--- src/rtl/muldiv_pkg.sv ---
// Shared types and constants for the iterative RV32M multiply/divide unit.
// Op codes follow the RV32M funct3 encoding directly.
package muldiv_pkg;

    localparam int          MD_ITER = 32;
    localparam logic [31:0] DIV0_Q  = 32'hFFFF_FFFF;
    localparam logic [31:0] INT_MIN = 32'h8000_0000;

    typedef enum logic [2:0] {
        MD_MUL    = 3'b000,
        MD_MULH   = 3'b001,
        MD_MULHSU = 3'b010,
        MD_MULHU  = 3'b011,
        MD_DIV    = 3'b100,
        MD_DIVU   = 3'b101,
        MD_REM    = 3'b110,
        MD_REMU   = 3'b111
    } md_op_t;

    typedef enum logic [1:0] {
        IDLE,
        CALC,
        DONE
    } md_state_t;

    function automatic logic is_div(input md_op_t op);
        return op[2];
    endfunction

    function automatic logic is_rem(input md_op_t op);
        return op[2] & op[1];
    endfunction

    function automatic logic is_signed_a(input md_op_t op);
        return (op == MD_MUL) || (op == MD_MULH) || (op == MD_MULHSU) ||
               (op == MD_DIV) || (op == MD_REM);
    endfunction

    function automatic logic is_signed_b(input md_op_t op);
        return (op == MD_MUL) || (op == MD_MULH) || (op == MD_DIV) || (op == MD_REM);
    endfunction

endpackage

--- src/rtl/muldiv_unit_core.sv ---
// Unsigned iterative datapath: shift-add multiply or restoring divide, one bit per step.
// The hi/lo register pair holds {product} for multiply and {remainder, dividend/quotient} for divide.
module md_iter_core #(
    parameter int XLEN = 32
) (
    input  logic            clk,
    input  logic            rst_n,
    input  logic            load,
    input  logic            step,
    input  logic            div_mode,
    input  logic [XLEN-1:0] a_mag,
    input  logic [XLEN-1:0] b_mag,
    output logic [XLEN-1:0] product_hi,
    output logic [XLEN-1:0] product_lo,
    output logic [XLEN-1:0] quotient,
    output logic [XLEN-1:0] remainder
);

    logic [XLEN-1:0] r_hi;
    logic [XLEN-1:0] r_lo;
    logic [XLEN-1:0] r_opd;
    logic            r_div;

    logic [XLEN:0]   w_madd;
    logic [XLEN:0]   w_rsh;
    logic            w_ge;
    logic [XLEN-1:0] w_rsub;
    logic [XLEN-1:0] w_nxt_hi;
    logic [XLEN-1:0] w_nxt_lo;

    assign w_madd = {1'b0, r_hi} + (r_lo[0] ? {1'b0, r_opd} : '0);
    // Guard bit is w_rsh[XLEN]; when the trial subtract succeeds the difference fits in XLEN bits.
    assign w_rsh  = {r_hi, r_lo[XLEN-1]};
    assign w_ge   = (w_rsh >= {1'b0, r_opd});
    assign w_rsub = w_rsh[XLEN-1:0] - r_opd;

    always_comb begin
        w_nxt_hi = r_hi;
        w_nxt_lo = r_lo;
        if (step) begin
            if (r_div) begin
                w_nxt_hi = w_ge ? w_rsub : w_rsh[XLEN-1:0];
                w_nxt_lo = {r_lo[XLEN-2:0], w_ge};
            end else begin
                w_nxt_hi = w_madd[XLEN:1];
                w_nxt_lo = {w_madd[0], r_lo[XLEN-1:1]};
            end
        end
    end

    always_ff @(posedge clk) begin
        if (!rst_n) begin
            r_hi  <= '0;
            r_lo  <= '0;
            r_opd <= '0;
            r_div <= 1'b0;
        end else if (load) begin
            r_hi  <= '0;
            r_lo  <= a_mag;
            r_opd <= b_mag;
            r_div <= div_mode;
        end else begin
            r_hi  <= w_nxt_hi;
            r_lo  <= w_nxt_lo;
        end
    end

    // Outputs show the post-step values so the final step's result is usable on the same edge.
    assign product_hi = w_nxt_hi;
    assign product_lo = w_nxt_lo;
    assign quotient   = w_nxt_lo;
    assign remainder  = w_nxt_hi;

endmodule

--- src/rtl/muldiv_unit.sv ---
// RV32M multiply/divide unit: start/busy/done FSM, special-case fast path and sign fix-up
// around an unsigned 32-step iterative core.
module muldiv_unit
    import muldiv_pkg::*;
#(
    parameter int XLEN = 32
) (
    input  logic            clk,
    input  logic            rst_n,
    input  logic            start,
    input  logic [2:0]      MdOp,
    input  logic [XLEN-1:0] A,
    input  logic [XLEN-1:0] B,
    output logic            busy,
    output logic            done,
    output logic [XLEN-1:0] MdResult
);

    md_state_t       r_state;
    md_op_t          r_op;
    logic [4:0]      r_count;
    logic            r_neg;
    logic            r_busy;
    logic            r_done;
    logic [XLEN-1:0] r_result;

    md_op_t          w_op;
    logic            w_a_neg;
    logic            w_b_neg;
    logic [XLEN-1:0] w_a_mag;
    logic [XLEN-1:0] w_b_mag;
    logic            w_div0;
    logic            w_ovf;
    logic            w_fast;
    logic [XLEN-1:0] w_fast_res;
    logic            w_load;
    logic            w_step;
    logic            w_last;
    logic [XLEN-1:0] w_p_hi;
    logic [XLEN-1:0] w_p_lo;
    logic [XLEN-1:0] w_quo;
    logic [XLEN-1:0] w_rem;
    logic [2*XLEN-1:0] w_prod_s;
    logic [XLEN-1:0] w_final;

    assign w_op       = md_op_t'(MdOp);
    assign w_a_neg    = is_signed_a(w_op) & A[XLEN-1];
    assign w_b_neg    = is_signed_b(w_op) & B[XLEN-1];
    assign w_a_mag    = w_a_neg ? -A : A;
    assign w_b_mag    = w_b_neg ? -B : B;
    assign w_div0     = is_div(w_op) && (B == '0);
    assign w_ovf      = ((w_op == MD_DIV) || (w_op == MD_REM)) && (A == INT_MIN) && (B == '1);
    assign w_fast     = w_div0 || w_ovf;
    assign w_fast_res = w_div0 ? (is_rem(w_op) ? A : DIV0_Q)
                               : (is_rem(w_op) ? '0 : INT_MIN);
    assign w_load     = start && (r_state != CALC) && !w_fast;
    assign w_step     = (r_state == CALC);
    assign w_last     = (r_count == 5'(MD_ITER - 1));

    md_iter_core #(.XLEN(XLEN)) u_core (
        .clk        (clk),
        .rst_n      (rst_n),
        .load       (w_load),
        .step       (w_step),
        .div_mode   (is_div(w_op)),
        .a_mag      (w_a_mag),
        .b_mag      (w_b_mag),
        .product_hi (w_p_hi),
        .product_lo (w_p_lo),
        .quotient   (w_quo),
        .remainder  (w_rem)
    );

    assign w_prod_s = r_neg ? -{w_p_hi, w_p_lo} : {w_p_hi, w_p_lo};

    always_comb begin
        w_final = '0;
        case (r_op)
            MD_MUL:                       w_final = w_prod_s[XLEN-1:0];
            MD_MULH, MD_MULHSU, MD_MULHU: w_final = w_prod_s[2*XLEN-1:XLEN];
            MD_DIV, MD_DIVU:              w_final = r_neg ? -w_quo : w_quo;
            default:                      w_final = r_neg ? -w_rem : w_rem;
        endcase
    end

    always_ff @(posedge clk) begin
        if (!rst_n) begin
            r_state  <= IDLE;
            r_op     <= MD_MUL;
            r_count  <= '0;
            r_neg    <= 1'b0;
            r_busy   <= 1'b0;
            r_done   <= 1'b0;
            r_result <= '0;
        end else begin
            r_done <= 1'b0;
            case (r_state)
                IDLE, DONE: begin
                    if (start) begin
                        r_op    <= w_op;
                        r_neg   <= is_rem(w_op) ? w_a_neg : (w_a_neg ^ w_b_neg);
                        r_count <= '0;
                        if (w_fast) begin
                            r_result <= w_fast_res;
                            r_done   <= 1'b1;
                            r_state  <= DONE;
                        end else begin
                            r_busy  <= 1'b1;
                            r_state <= CALC;
                        end
                    end else begin
                        r_state <= IDLE;
                    end
                end
                CALC: begin
                    r_count <= r_count + 5'd1;
                    if (w_last) begin
                        r_result <= w_final;
                        r_busy   <= 1'b0;
                        r_done   <= 1'b1;
                        r_state  <= DONE;
                    end
                end
                default: r_state <= IDLE;
            endcase
        end
    end

    assign busy     = r_busy;
    assign done     = r_done;
    assign MdResult = r_result;

endmodule
--- config.mk ---
export PLATFORM = sky130hd
export DESIGN_NAME = muldiv_unit
export DESIGN_NICKNAME = d
export VERILOG_FILES = /design/src/rtl/muldiv_pkg.sv /design/src/rtl/muldiv_unit_core.sv /design/src/rtl/muldiv_unit.sv
export SDC_FILE = /design/constraint.sdc
export NUM_CORES = 1
export LEC_CHECK = 0
export BUFFER_PORTS_ARGS = -buffer_cell sky130_fd_sc_hd__buf_2
export CAP_MARGIN = 20
export CORE_ASPECT_RATIO = 0.9
export CORE_MARGIN = 2
export CORE_UTILIZATION = 39
export DETAILED_ROUTE_END_ITERATION = 7
export HOLD_SLACK_MARGIN = 0.15
export SLEW_MARGIN = 10
export SYNTH_ARGS = -nofsm -noshare
export SYNTH_HDL_FRONTEND = slang
export SYNTH_SLANG_ARGS = --single-unit
export TNS_END_PERCENT = 100
--- constraint.sdc ---
create_clock -name clk -period 5.46 [get_ports clk]
set_input_delay 1.365 -clock clk [delete_from_list [all_inputs] [get_ports clk]]
set_output_delay 1.365 -clock clk [all_outputs]
set_load 0.01 [all_outputs]
; After elaboration in Yosys (flattened, before gate mapping)
; Cells that the tools add are included.
[op_classes]
bitwise_logic = 5
eq_ne = 19
n_mux = 35
add_sub_neg = 8
magnitude_cmp = 1
n_reduce_logical = 27
[ops]
columns = op, n
row1 = 32-bit 2-to-1 mux, 17
row2 = 32-bit negator, 4
row3 = 32-bit case mux with 3 select lines, 1
row4 = 32-bit == test (second input constant), 2
row5 = 64-bit 2-to-1 mux, 1
row6 = 64-bit negator, 1
row7 = 32-bit case mux with 2 select lines, 1
row8 = 32-bit by 33-bit adder with 33-bit output, 1
row9 = 33-bit by 32-bit >= comparator with 1-bit output, 1
row10 = 32-bit logical NOT, 1
row11 = 32-bit subtractor, 1
row12 = 3-bit == test (second input constant), 4
row13 = 5-bit case mux with 2 select lines, 1
row14 = 3-bit by 2-bit == test with 1-bit output (second input constant), 3
row15 = 1-bit logical OR, 8
row16 = 2-bit inequality test (second input constant), 4
row17 = 4-bit AND reduction, 2
row18 = 1-bit 2-to-1 mux, 7
row19 = 3-bit by 1-bit == test with 1-bit output (second input constant), 2
row20 = 3-bit logical NOT, 2
row21 = 2-bit 2-to-1 mux, 3
row22 = 2-bit OR reduction, 3
row23 = 5-bit by 1-bit adder with 5-bit output (second input constant), 1
row24 = 5-bit == test (second input constant), 1
row25 = other kinds (15), 23
[totals]
reg_bits = 142

; Logic depth before layout (Yosys ltp)
; Gate-level depths: netlist of the first run.
[logic_depth]
depth_word = 9
ltp_mapped = 22
ltp_nobuf = 19

; Cells and area by module
; A second synthesis of the first run with hierarchy kept.
[unflattened]
hier_cells = 2421
hier_area_um2 = 17399.2
[by_module_without_submodules]
columns = module, cells_each, area_per_inst_um2, instances, seq_area_each_um2
row1 = md_iter_core, 1217, 9311.4, 1, 1941.9
row2 = muldiv_unit, 1204, 8087.8, 1, 900.9

; Least setup slack after synthesis of the first run
; OpenSTA, ideal clock, no wires.
[synth_path]
kind = reg-to-reg
from = reg u_core.r_opd[8]
to = reg r_result[22], in the netlist MdResult[22]
arrival_ns = 4.486
slack_ns = 0.854
t_required_ns = 5.340
path_buffers = 3
period_less_slack_ns = 4.606
setup_ns = 0.120
path_stages_with_launch = 23
path_cell_list = dfxtp_1 -> inv_1 -> ha_1 -> buf_4 -> a21oi_1 -> o21ai_1 -> a221oi_4 -> a21oi_4 -> a21o_2 -> buf_6 -> o21ai_0 -> and2_1 -> clkbuf_1 -> ha_1 -> nand4_1 -> or2_2 -> nor2_2 -> nor2_1 -> nor4bb_1 -> nand3_1 -> o311a_1 -> o211ai_1 -> nand2_1
[synth_via]
elab_chain_cells = 9
word_cells_on_any_way = 18
cone_classes = add/sub (5) / order compare (1) / mux (12)
[synth_rtl]
columns = element, line
row1 = from (decl), muldiv_unit_core.sv:21  ; logic [XLEN-1:0] r_opd;
row2 = from (signal assigned), muldiv_unit_core.sv:60  ; r_opd <= b_mag;
row3 = 32-bit 2-to-1 mux (tied with other cells), muldiv_unit_core.sv:31  ; assign w_madd = {1'b0, r_hi} + (r_lo[0] ? {1'b0, r_opd} : '0);
row4 = 32-bit by 33-bit adder with 33-bit output / 32-bit 2-to-1 mux (equally long branches), "muldiv_unit_core.sv:31, muldiv_unit_core.sv:42"
row5 = 32-bit 2-to-1 mux, muldiv_unit_core.sv:41  ; if (r_div) begin
row6 = 32-bit 2-to-1 mux, muldiv_unit_core.sv:40  ; if (step) begin
row7 = 64-bit negator / 32-bit negator (equally long branches), "muldiv_unit.sv:74, muldiv_unit.sv:82"
row8 = 64-bit 2-to-1 mux / 32-bit 2-to-1 mux (equally long branches), "muldiv_unit.sv:74, muldiv_unit.sv:82"
row9 = 32-bit case mux with 3 select lines (*), muldiv_unit.sv:78  ; case (r_op)
row10 = 32-bit 2-to-1 mux (*), muldiv_unit.sv:117  ; if (w_last) begin
row11 = 32-bit case mux with 2 select lines (*), muldiv_unit.sv:97  ; case (r_state)
row12 = to (signal assigned), muldiv_unit.sv:104  ; r_result <= w_fast_res;
row13 = to (signal assigned), muldiv_unit.sv:118  ; r_result <= w_final;
row14 = to (decl), muldiv_unit.sv:25  ; logic [XLEN-1:0] r_result;
; Mark *: on every way between the ends. The rest lies on a longest branch, timed or not. The select of a mux whose other input is x is not followed.
; A chain may end at the register's enable or synchronous reset.

; Worst setup path after layout of the first run
[layout_path]
from = reg u_core.r_opd[8]
to = reg r_result[8], in the netlist MdResult[8]
; Same word-level chain as after synthesis.

==> results.json, run 1 <==
{
  "outcome": "finished clean",
  "utilization_pct": 45.1,
  "dr.pass1.iters": 6,
  "yosysTopAreaCellShare_pct": 18.7,
  "die_w_um": 212,
  "via_count": 17190,
  "yosysSeqAreaShare_pct": 18.7,
  "cts_buffers": 17,
  "ios": 104,
  "synth-edff-count": 0,
  "synthArstFlopShare_pct": 0,
  "syn_to_final_growth_pct": 14.0,
  "muxShareOfSynthArea_pct": 4.22,
  "worst_pin_slew_ps": 1150,
  "drv_slew": 0,
  "io_buffers": 103,
  "diodes": 0,
  "final_cell_mix": "nand2_1 (267), nor2_1 (185), o21ai_0 (167)",
  "end_kind": "register",
  "synth_top_family_by_area": "compound AO/OA/AOI/OAI gates",
  "critical_path_class": "register to register",
  "clk_latency_ps": 460,
  "hp-class": "register to register",
  "fmax_ghz": 0.189,
  "die-area_um2": 40600,
  "drc": 0,
  "dp.cells": 2721,
  "synth_area_leaders": "dfxtp_1 (19%), nand2_1 (6.6%), ha_1 (5.8%)",
  "row_count": 68,
  "min_period_ps": 5300,
  "cts_sinks": 142,
  "hold_violations": 0,
  "drive_gt1_share_pct": 15.4,
  "fin_nets": 2360,
  "peakVddDrop_mv": 0.245,
  "hpwl_um": 51100,
  "slew_headroom_pct": 22.5,
  "cp.arrival_ps": 5670,
  "finalSetupViolations": 0,
  "yosys.area.top_type": "dfxtp_1",
  "routed_wl_um": 64700,
  "setup_ws_ps": 160,
  "core_area_um2": 38500,
  "max_cap_viol_count": 0,
  "netlist-cell-type-count": 106,
  "synth_fa_ha_area_share_pct": 6.10,
  "cts_tree": "yes",
  "antenna_found_initial": 4,
  "clk_pin_slew_ps": 70,
  "syn_nets": 2248,
  "skew_ps": 10.0,
  "synth_xor_area_share_pct": 8.51,
  "final_common_cell": "nand2_1",
  "cp-start-kind": "register",
  "fin_tns_setup_ps": 0,
  "ys_seq_elements": 142,
  "h-tree-depth": 4,
  "yosys_warnings": 0,
  "root_buffer": "clkbuf_16",
  "grt_pass1_vias": 15907,
  "filler_cell_count": 4027,
  "ys.flop_type": "dfxtp_1",
  "syn_area_um2": 15200,
  "synth_compound_area_share_pct": 30.8,
  "grt_max_degree": 83,
  "gp_congestion": 0.985,
  "register_area_um2": 2850,
  "critPathRequiredTime_ps": 5830,
  "post-place-ws_ps": 403,
  "grt-ovfl-total": 0,
  "wl_per_cell_um": 23.5,
  "die_y_um": 191,
  "final_cell_count_no_fill": 2755,
  "p_leak_nw": 7.46,
  "cts_buffer_depth": 2,
  "via_per_inst": 6.24,
  "initial_core_util_pct": 39.6,
  "synthCells": 2105,
  "power_density_nw_per_um2": 232,
  "grt_pass1_wl_um": 97700,
  "multi_input_area_um2": 11600,
  "rsz0062_at_grt": "false",
  "avgSynthCellArea_um2": 7.23,
  "fin_total_pwr_mw": 4.03,
  "ant_nets": 0,
  "dr.first_iter.drc_count": 1984,
  "period_share_pct": 97.1,
  "crit_fanout": 16,
  "synth_simple_gate_area_share_pct": 26.4,
  "grt.total_usage_pct": 31.8
}
[logic make-up (layout without fill, tap and decap cells)]
kind of cell	Yosys count	in the layout
compound gates	678	678
mux	62	62
flops	142	142
simple gates	807	807
fa+ha+maj	73	73
xor+xnor	148	148
buf+inv	195	320
[worst paths after layout]
path / start / endpoint / slack (ps) / depth (start not counted)
hold reg to reg: MdResult[9] / MdResult[9] / 470 / 2
setup reg to reg: u_core.r_opd[8] / MdResult[8] / 160 / 20
setup / recovery: u_core.r_opd[8] / MdResult[8] / 160 / 20
hold / removal: MdResult[9] / MdResult[9] / 470 / 2
[power breakdown]
group	internal [mW]	leakage, nW	switching [mW]	total [mW]
clock	0.607	0.272	0.550	1.16
sequential	1.09	1.16	0.0724	1.17
combinational	0.612	6.03	1.09	1.70
[worst max-delay path: stages, from the launching register on]
cell and delay, ps:
dfxtp_1 420, inv_1 70, ha_1 420, a21oi_1 270
o21ai_1 240, a221oi_4 490, a21oi_4 130, a21o_2 370
o21ai_0 460, and2_1 220, ha_1 170, nand4_1 150
or2_2 370, nor2_2 200, buf_4 150, nor2_1 70
nor3_1 170, nor2_1 60, o211ai_1 300, o311ai_0 230
a31oi_1 230
[repair_timing]
item / CTS / global route
hold buffers: 0 / 0
endpoints found under the setup margin: 0 / 2
setup buffers: 0 / 2
gates resized for setup: 0 / 1
[registers in the layout (all words and copies together), names as in the netlist]
register and count:
MdResult 32, busy 1, done 1, r_count 5, r_neg 1, r_op 3
r_state 2, u_core.r_div 1, u_core.r_hi 32, u_core.r_lo 32, u_core.r_opd 32
[area by class of cell]
| cell class | count | area share [%] |
|---|---|---|
| multi-input combinational | 1768 | 66.9 |
| sequential | 142 | 16.4 |
| timing repair buffer | 225 | 8.32 |
| tap | 525 | 3.79 |
| clock buffer | 18 | 2.53 |
| inverter | 63 | 1.36 |
| clock inverter | 14 | 0.699 |
[metal layers]
layer	vias up	GRT usage (%)	wire length, um
met5	-	0	13
met4	2	7.75	1270
met3	91	9.38	7520
met2	879	45.9	26200
met1	8217	45.7	29700
li1	8001	-	-
[cells in the mapped netlist (26+ instances only)]
master    number
o31ai_1       26
inv_1         63
o211a_1       48
xor2_1        78
nand2_1      267
o21ai_0      167
and2_1        51
nor3_1        44
a31oi_1       29
nand4_1       41
nor2_1       187
xnor2_1       70
mux2i_1       45
clkbuf_1     100
and3_1        33
dfxtp_1      142
ha_1          71
o211ai_1      37
nand3_1       55
a21oi_1      131
a21o_1        31
[stage by stage]
step           instance area, um2  hold slack [ps]
2_1_floorplan               15200              444
3_3_place_gp                16800              458
3_5_place_dp                16800              459
4_1_cts                     17300              474
5_1_grt                     17400              502
6_report                    17400              466
Note: power is estimated with default switching activity, not from simulation.
==> inputs of run 2 (changes only) <==
- CELL_PAD_IN_SITES_DETAIL_PLACEMENT: unset -> 1
- CELL_PAD_IN_SITES_GLOBAL_PLACEMENT: unset -> 1
- PLACE_DENSITY_LB_ADDON: unset -> 0.1
- SYNTH_HIERARCHICAL: unset -> 1
==> results.json, run 2 <==
{
  "cp-start-kind": "register",
  "via_count": 20126,
  "final_common_cell": "buf_4",
  "end_kind": "register",
  "wl_per_cell_um": 26.7,
  "fin_tns_setup_ps": 0,
  "routed_wl_um": 85300,
  "ys_seq_elements": 142,
  "critPathMostFrequentCell": "buf_4",
  "worst_hold_slack_ps": 465,
  "filler_cell_count": 5551,
  "period_share_pct": 97.2,
  "dr.first_iter.drc_count": 2048,
  "grt_pass1_vias": 19305,
  "slowest_stage": "or4_1",
  "grt_max_degree": 69,
  "die-area_um2": 46300,
  "h-tree-depth": 4,
  "ios": 104,
  "initial_core_util_pct": 39.4,
  "crit_family": "simple AND/OR/NAND/NOR gates",
  "grt.total_usage_pct": 36.4,
  "cp.arrival_ps": 5710,
  "crit_fanout": 6,
  "critical_path_class": "register to register",
  "clk_latency_ps": 500,
  "rr_worst_depth": 26,
  "hold_path.startpoint": "MdResult[2]",
  "die_y_um": 204,
  "drv_slew": 0,
  "holdPathEnd": "MdResult[2]",
  "die_w_um": 227,
  "avgSynthCellArea_um2": 7.19,
  "final_area_um2": 20400,
  "dr.pass1.iters": 5,
  "via_per_inst": 6.30,
  "synthArstFlopShare_pct": 0,
  "cts_tree": "yes",
  "place_area_um2": 19400,
  "cp-startpoint": "u_core/r_opd[6]",
  "core_area_um2": 44100,
  "p_leak_nw": 8.23,
  "cts_sinks": 142,
  "slowest_delay_ps": 530,
  "io_buffers": 103,
  "yosysSeqAreaShare_pct": 16.3,
  "grt-ovfl-total": 0,
  "hold_violations": 0,
  "ant_nets": 0,
  "cts_buffers": 17,
  "drc": 0,
  "slew_headroom_pct": 26.2,
  "finalSetupViolations": 0,
  "critPathRequiredTime_ps": 5860,
  "synth.most_common_cell": "nor2_1",
  "synth_area_leaders": "dfxtp_1 (16%), mux2i_1 (7.9%), nor2_1 (5.3%)",
  "outcome": "finished clean",
  "fmax_ghz": 0.188,
  "synth-edff-count": 0,
  "hold_depth": 2,
  "netlist_top_cells_count": "nor2_1 (245), a21oi_1 (174), nand2_1 (173), o21ai_0 (147), dfxtp_1 (142)",
  "syn_area_um2": 17400,
  "reg2reg_to": "MdResult[2]",
  "ff2ff_setup_slack_ps": 150,
  "grt_pass1_wl_um": 125000,
  "row_count": 73,
  "root_buffer": "clkbuf_16",
  "synthCells": 2421,
  "gp_congestion": 0.985,
  "peakVddDrop_mv": 0.282,
  "clk_pin_slew_ps": 70,
  "cts_buffer_depth": 2,
  "syn_to_final_growth_pct": 17.1,
  "min_period_ps": 5310,
  "hpwl_um": 67300,
  "yosys_warnings": 6,
  "skew_ps": 28.6,
  "antenna_found_initial": 4,
  "power_density_nw_per_um2": 243,
  "yosysTopAreaCellShare_pct": 16.3,
  "ys.flop_type": "dfxtp_1",
  "max_cap_viol_count": 0,
  "syn_nets": 2565,
  "fin_nets": 2724,
  "final_cell_mix": "buf_4 (247), nor2_1 (243), nand2_1 (172)",
  "worst_pin_slew_ps": 1100,
  "netlist-cell-type-count": 103,
  "cts_hold_buf": 0,
  "drive_gt1_share_pct": 19.9,
  "yosys.area.top_type": "dfxtp_1",
  "cp_num_buf_inv": 9,
  "reg2reg_from": "u_core/r_opd[6]",
  "hp-class": "register to register"
}
==> run 2: cell types whose count changed after synthesis, sizes merged, moves of 20 or more <==
cell	before	now
o31ai	28	48
o211a	50	9
xnor2	70	93
nor2b	13	85
and2	53	30
nor4	18	49
nand2	270	173
or4	14	36
buf	32	105
a21oi	135	174
or3	12	43
nor2	191	245
mux2i	45	138
==> run 2: logic make-up after synthesis <==
| family | count (synthesis) | share of synthesized area, % |
|---|---|---|
| XOR/XNOR | 171 | 8.61 |
| buffers and inverters | 291 | 8.03 |
| AO/OA/AOI/OAI | 677 | 25.6 |
| adder cells (fa/ha/maj) | 74 | 5.41 |
| AND/OR/NAND/NOR | 916 | 27.2 |
| multiplexers | 150 | 8.80 |
| flip-flops | 142 | 16.3 |
==> run 2: power breakdown <==
| part | switching [mW] | leakage [nW] | internal [mW] | total, mW |
|---|---|---|---|---|
| clock | 0.597 | 0.276 | 0.609 | 1.21 |
| combinational | 1.63 | 6.79 | 0.951 | 2.58 |
| sequential | 0.0660 | 1.16 | 1.10 | 1.16 |
| total | 2.29 | 8.23 | 2.66 | 4.95 |
==> run 2: area by class of cell <==
class / count / area (um2) / area share (%)
multi-input combinational: 1988 / 13500 / 66.2
sequential: 142 / 2850 / 14.0
timing repair buffer: 355 / 2440 / 12.0
tap: 600 / 751 / 3.69
clock buffer: 18 / 439 / 2.16
inverter: 76 / 288 / 1.41
clock inverter: 14 / 123 / 0.602
antenna: 1 / 2.50 / 0.0123
==> run 2: what timing repair did <==
item	in CTS	in global routing
gates resized for setup	2	71
buffers inserted	0	5
pin swaps	0	9
endpoints found under the hold margin	0	0
setup endpoints to repair	13	29
==> run 2: worst max path at each step <==
stage	end	slack, ps	cells past startpoint
3_5_place_dp	MdResult[19]	-110	19
5_1_grt	MdResult[2]	-20	25
6_report	MdResult[2]	150	26
2_1_floorplan	MdResult[26]	250	23
3_3_place_gp	MdResult[20]	-50	21
4_1_cts	MdResult[31]	20	18
==> run 2: routing by layer <==
metal	track usage (%)	share of wire, %	vias to the layer above
met2	50.8	41	941
met4	9.68	2.2	4
met5	0	0.038	-
li1	-	-	9138
met1	54.4	47	9913
met3	9.19	10	130
==> run 2: worst min-delay path, stage by stage (launching register included) <==
cell and delay, ps:
dfxtp_1 320, nand3_1 60, o21ai_1 50
==> run 2: through the flow <==
| stage | setup slack (ps) | cells | power (mW) | utilization, % |
|---|---|---|---|---|
| 3_3_place_gp | -51.7 | 3155 | 3.55 | 44.1 |
| 6_report | 150 | 3194 | 4.95 | 46.2 |
| 5_1_grt | -17.6 | 3193 | 5.16 | 46.2 |
| 2_1_floorplan | 252 | 2421 | 2.69 | - |
| 4_1_cts | 20.0 | 3187 | 4.82 | 45.4 |
| 3_5_place_dp | -113 | 3155 | 3.59 | 44.1 |
==> inputs of run 3 (changes only) <==
- CELL_PAD_IN_SITES_DETAIL_PLACEMENT: 1 -> 2
- CELL_PAD_IN_SITES_GLOBAL_PLACEMENT: 1 -> 2
- CORE_UTILIZATION: 39 -> 37
- RECOVER_POWER: unset -> 50
==> results.json, run 3 (synthesis results as in run 2) <==
{
  "outcome": "finished clean",
  "cp.arrival_ps": 5740,
  "p_leak_nw": 7.95,
  "max_cap_viol_count": 0,
  "slowest_stage": "or4_1",
  "slowest_delay_ps": 570,
  "io_buffers": 103,
  "critPathMostFrequentCell": "buf_4",
  "final_common_cell": "nor2_1",
  "grt.total_usage_pct": 37.7,
  "cts_tree": "yes",
  "period_share_pct": 98.6,
  "root_buffer": "clkbuf_16",
  "syn_to_final_growth_pct": 16.0,
  "via_count": 20553,
  "antenna_found_initial": 4,
  "place_area_um2": 19000,
  "dr.first_iter.drc_count": 2290,
  "initial_core_util_pct": 37.4,
  "hold_violations": 0,
  "skew_ps": 22.3,
  "p_switching_mw": 2.39,
  "finalSetupViolations": 0,
  "die_y_um": 210,
  "grt-ovfl-total": 0,
  "pwr-share-seq_pct": 23.1,
  "power.share.clock_pct": 23.6,
  "critPathRequiredTime_ps": 5820,
  "cts_sinks": 142,
  "fin_total_pwr_mw": 5.07,
  "worst_hold_slack_ps": 469,
  "fmax_ghz": 0.186,
  "final_cell_count_no_fill": 3148,
  "grt_pass1_wl_um": 137000,
  "peakVddDrop_mv": 0.254,
  "grt_pass1_vias": 20708,
  "core_area_um2": 46500,
  "final_cell_mix": "nor2_1 (239), buf_4 (182), nand2_1 (169)",
  "clk_latency_ps": 510,
  "fin_nets": 2661,
  "crit_chain": "inv_1, ha_4, nand2_1, a21oi_1, a21o_1, a311oi_2, buf_4, o211ai_4, buf_12, mux2_2, a21oi_1, a21oi_1, buf_4, or4_1, nor4_4, buf_4, nor3b_4, o32a_1, o21ai_0, a211oi_2, buf_4, o32ai_1",
  "crit_fanout": 10,
  "rsz0062_at_grt": "true",
  "die_w_um": 233,
  "ant_nets": 0,
  "min_period_ps": 5380,
  "cts_buffers": 17,
  "drive_gt1_share_pct": 18.8,
  "ios": 104,
  "final_area_um2": 20200,
  "routed_wl_um": 94100,
  "internal_power_mw": 2.68,
  "crit_family": "compound AO/OA/AOI/OAI gates",
  "cts_buffer_depth": 2,
  "dr.pass1.iters": 8,
  "power_density_nw_per_um2": 251,
  "h-tree-depth": 4,
  "hpwl_um": 73300,
  "combPwrFrac_pct": 53.4,
  "end_kind": "register",
  "via_per_inst": 6.53,
  "slew_headroom_pct": 25.3,
  "dp.cells": 3104,
  "critical_path_class": "register to register",
  "clk_pin_slew_ps": 70,
  "grt_max_degree": 65,
  "wl_per_cell_um": 29.9,
  "worst_pin_slew_ps": 1110,
  "die-area_um2": 48800,
  "switching_share_pct": 47.1,
  "hp-class": "register to register",
  "cp_num_buf_inv": 6,
  "drv_slew": 0,
  "drc": 0,
  "row_count": 75,
  "cp-start-kind": "register",
  "gp_congestion": 0.998
}
[run 3: cell count changes in the layout (fill, tap and decap cells not counted), sizes merged, moves of 2 or more]
cell / change
clkbuf: +2
clkinv: +3
clkinvlp: +3
inv: -8
buf: -64
[run 3: what timing repair did]
action / in CTS / in global routing
pin swaps: 1 / 16
gates cloned: 0 / 1
hold buffers: 0 / 0
setup buffers: 0 / 9
gates resized for setup: 11 / 102
setup endpoints to repair: 10 / 26
[run 3: final timing paths]
kind	depth (start not counted)	endpoint	startpoint	slack [ps]
max	22	MdResult[20]	u_core/r_opd[27]	80
min	2	MdResult[1]	MdResult[1]	470
max reg2reg	22	MdResult[20]	u_core/r_opd[27]	80
min reg2reg	2	MdResult[1]	MdResult[1]	470
[run 3: power by group through the flow]
stage               clock, mW  sequential [mW]  combinational, mW
floorplan                   0             1.15               1.53
global placement            0             1.18               2.38
detailed placement          0             1.19               2.46
CTS                      1.21             1.16               2.49
global route             1.25             1.17               2.84
finish                   1.19             1.17               2.71
[run 3: worst min-delay path: cells and delay by family (launching register included)]
family / cells / cell delay (ps)
DFF: 1 / 310
AOI/OAI and AO/OA: 1 / 60
and+or+nand+nor: 1 / 60
[run 3: layout make-up]
type / instances / area [um2]
antenna: 2 / 5.00
clock buffer: 19 / 433
clock inverter: 13 / 118
fill: 5542 / 26400
inverter: 76 / 293
multi-input combinational: 1988 / 13700
sequential: 142 / 2850
tap: 616 / 771
timing repair buffer: 292 / 2010
[run 3: layer usage]
metal	track usage, %	up-vias	wire, um
met5	0	-	27
met4	8.41	4	1720
met3	10.7	113	10400
met2	52.2	934	37800
met1	56.8	10489	44100
li1	-	9013	-
[run 3: metrics by stage]
step	TNS (ps)	utilization (%)	worst slack, ps
2_1_floorplan	0	-	252
3_3_place_gp	-407	40.8	-407
3_5_place_dp	-527	40.8	-456
4_1_cts	0	42.1	1.32
5_1_grt	-94.4	43.4	-51.2
6_report	0	43.4	76.7
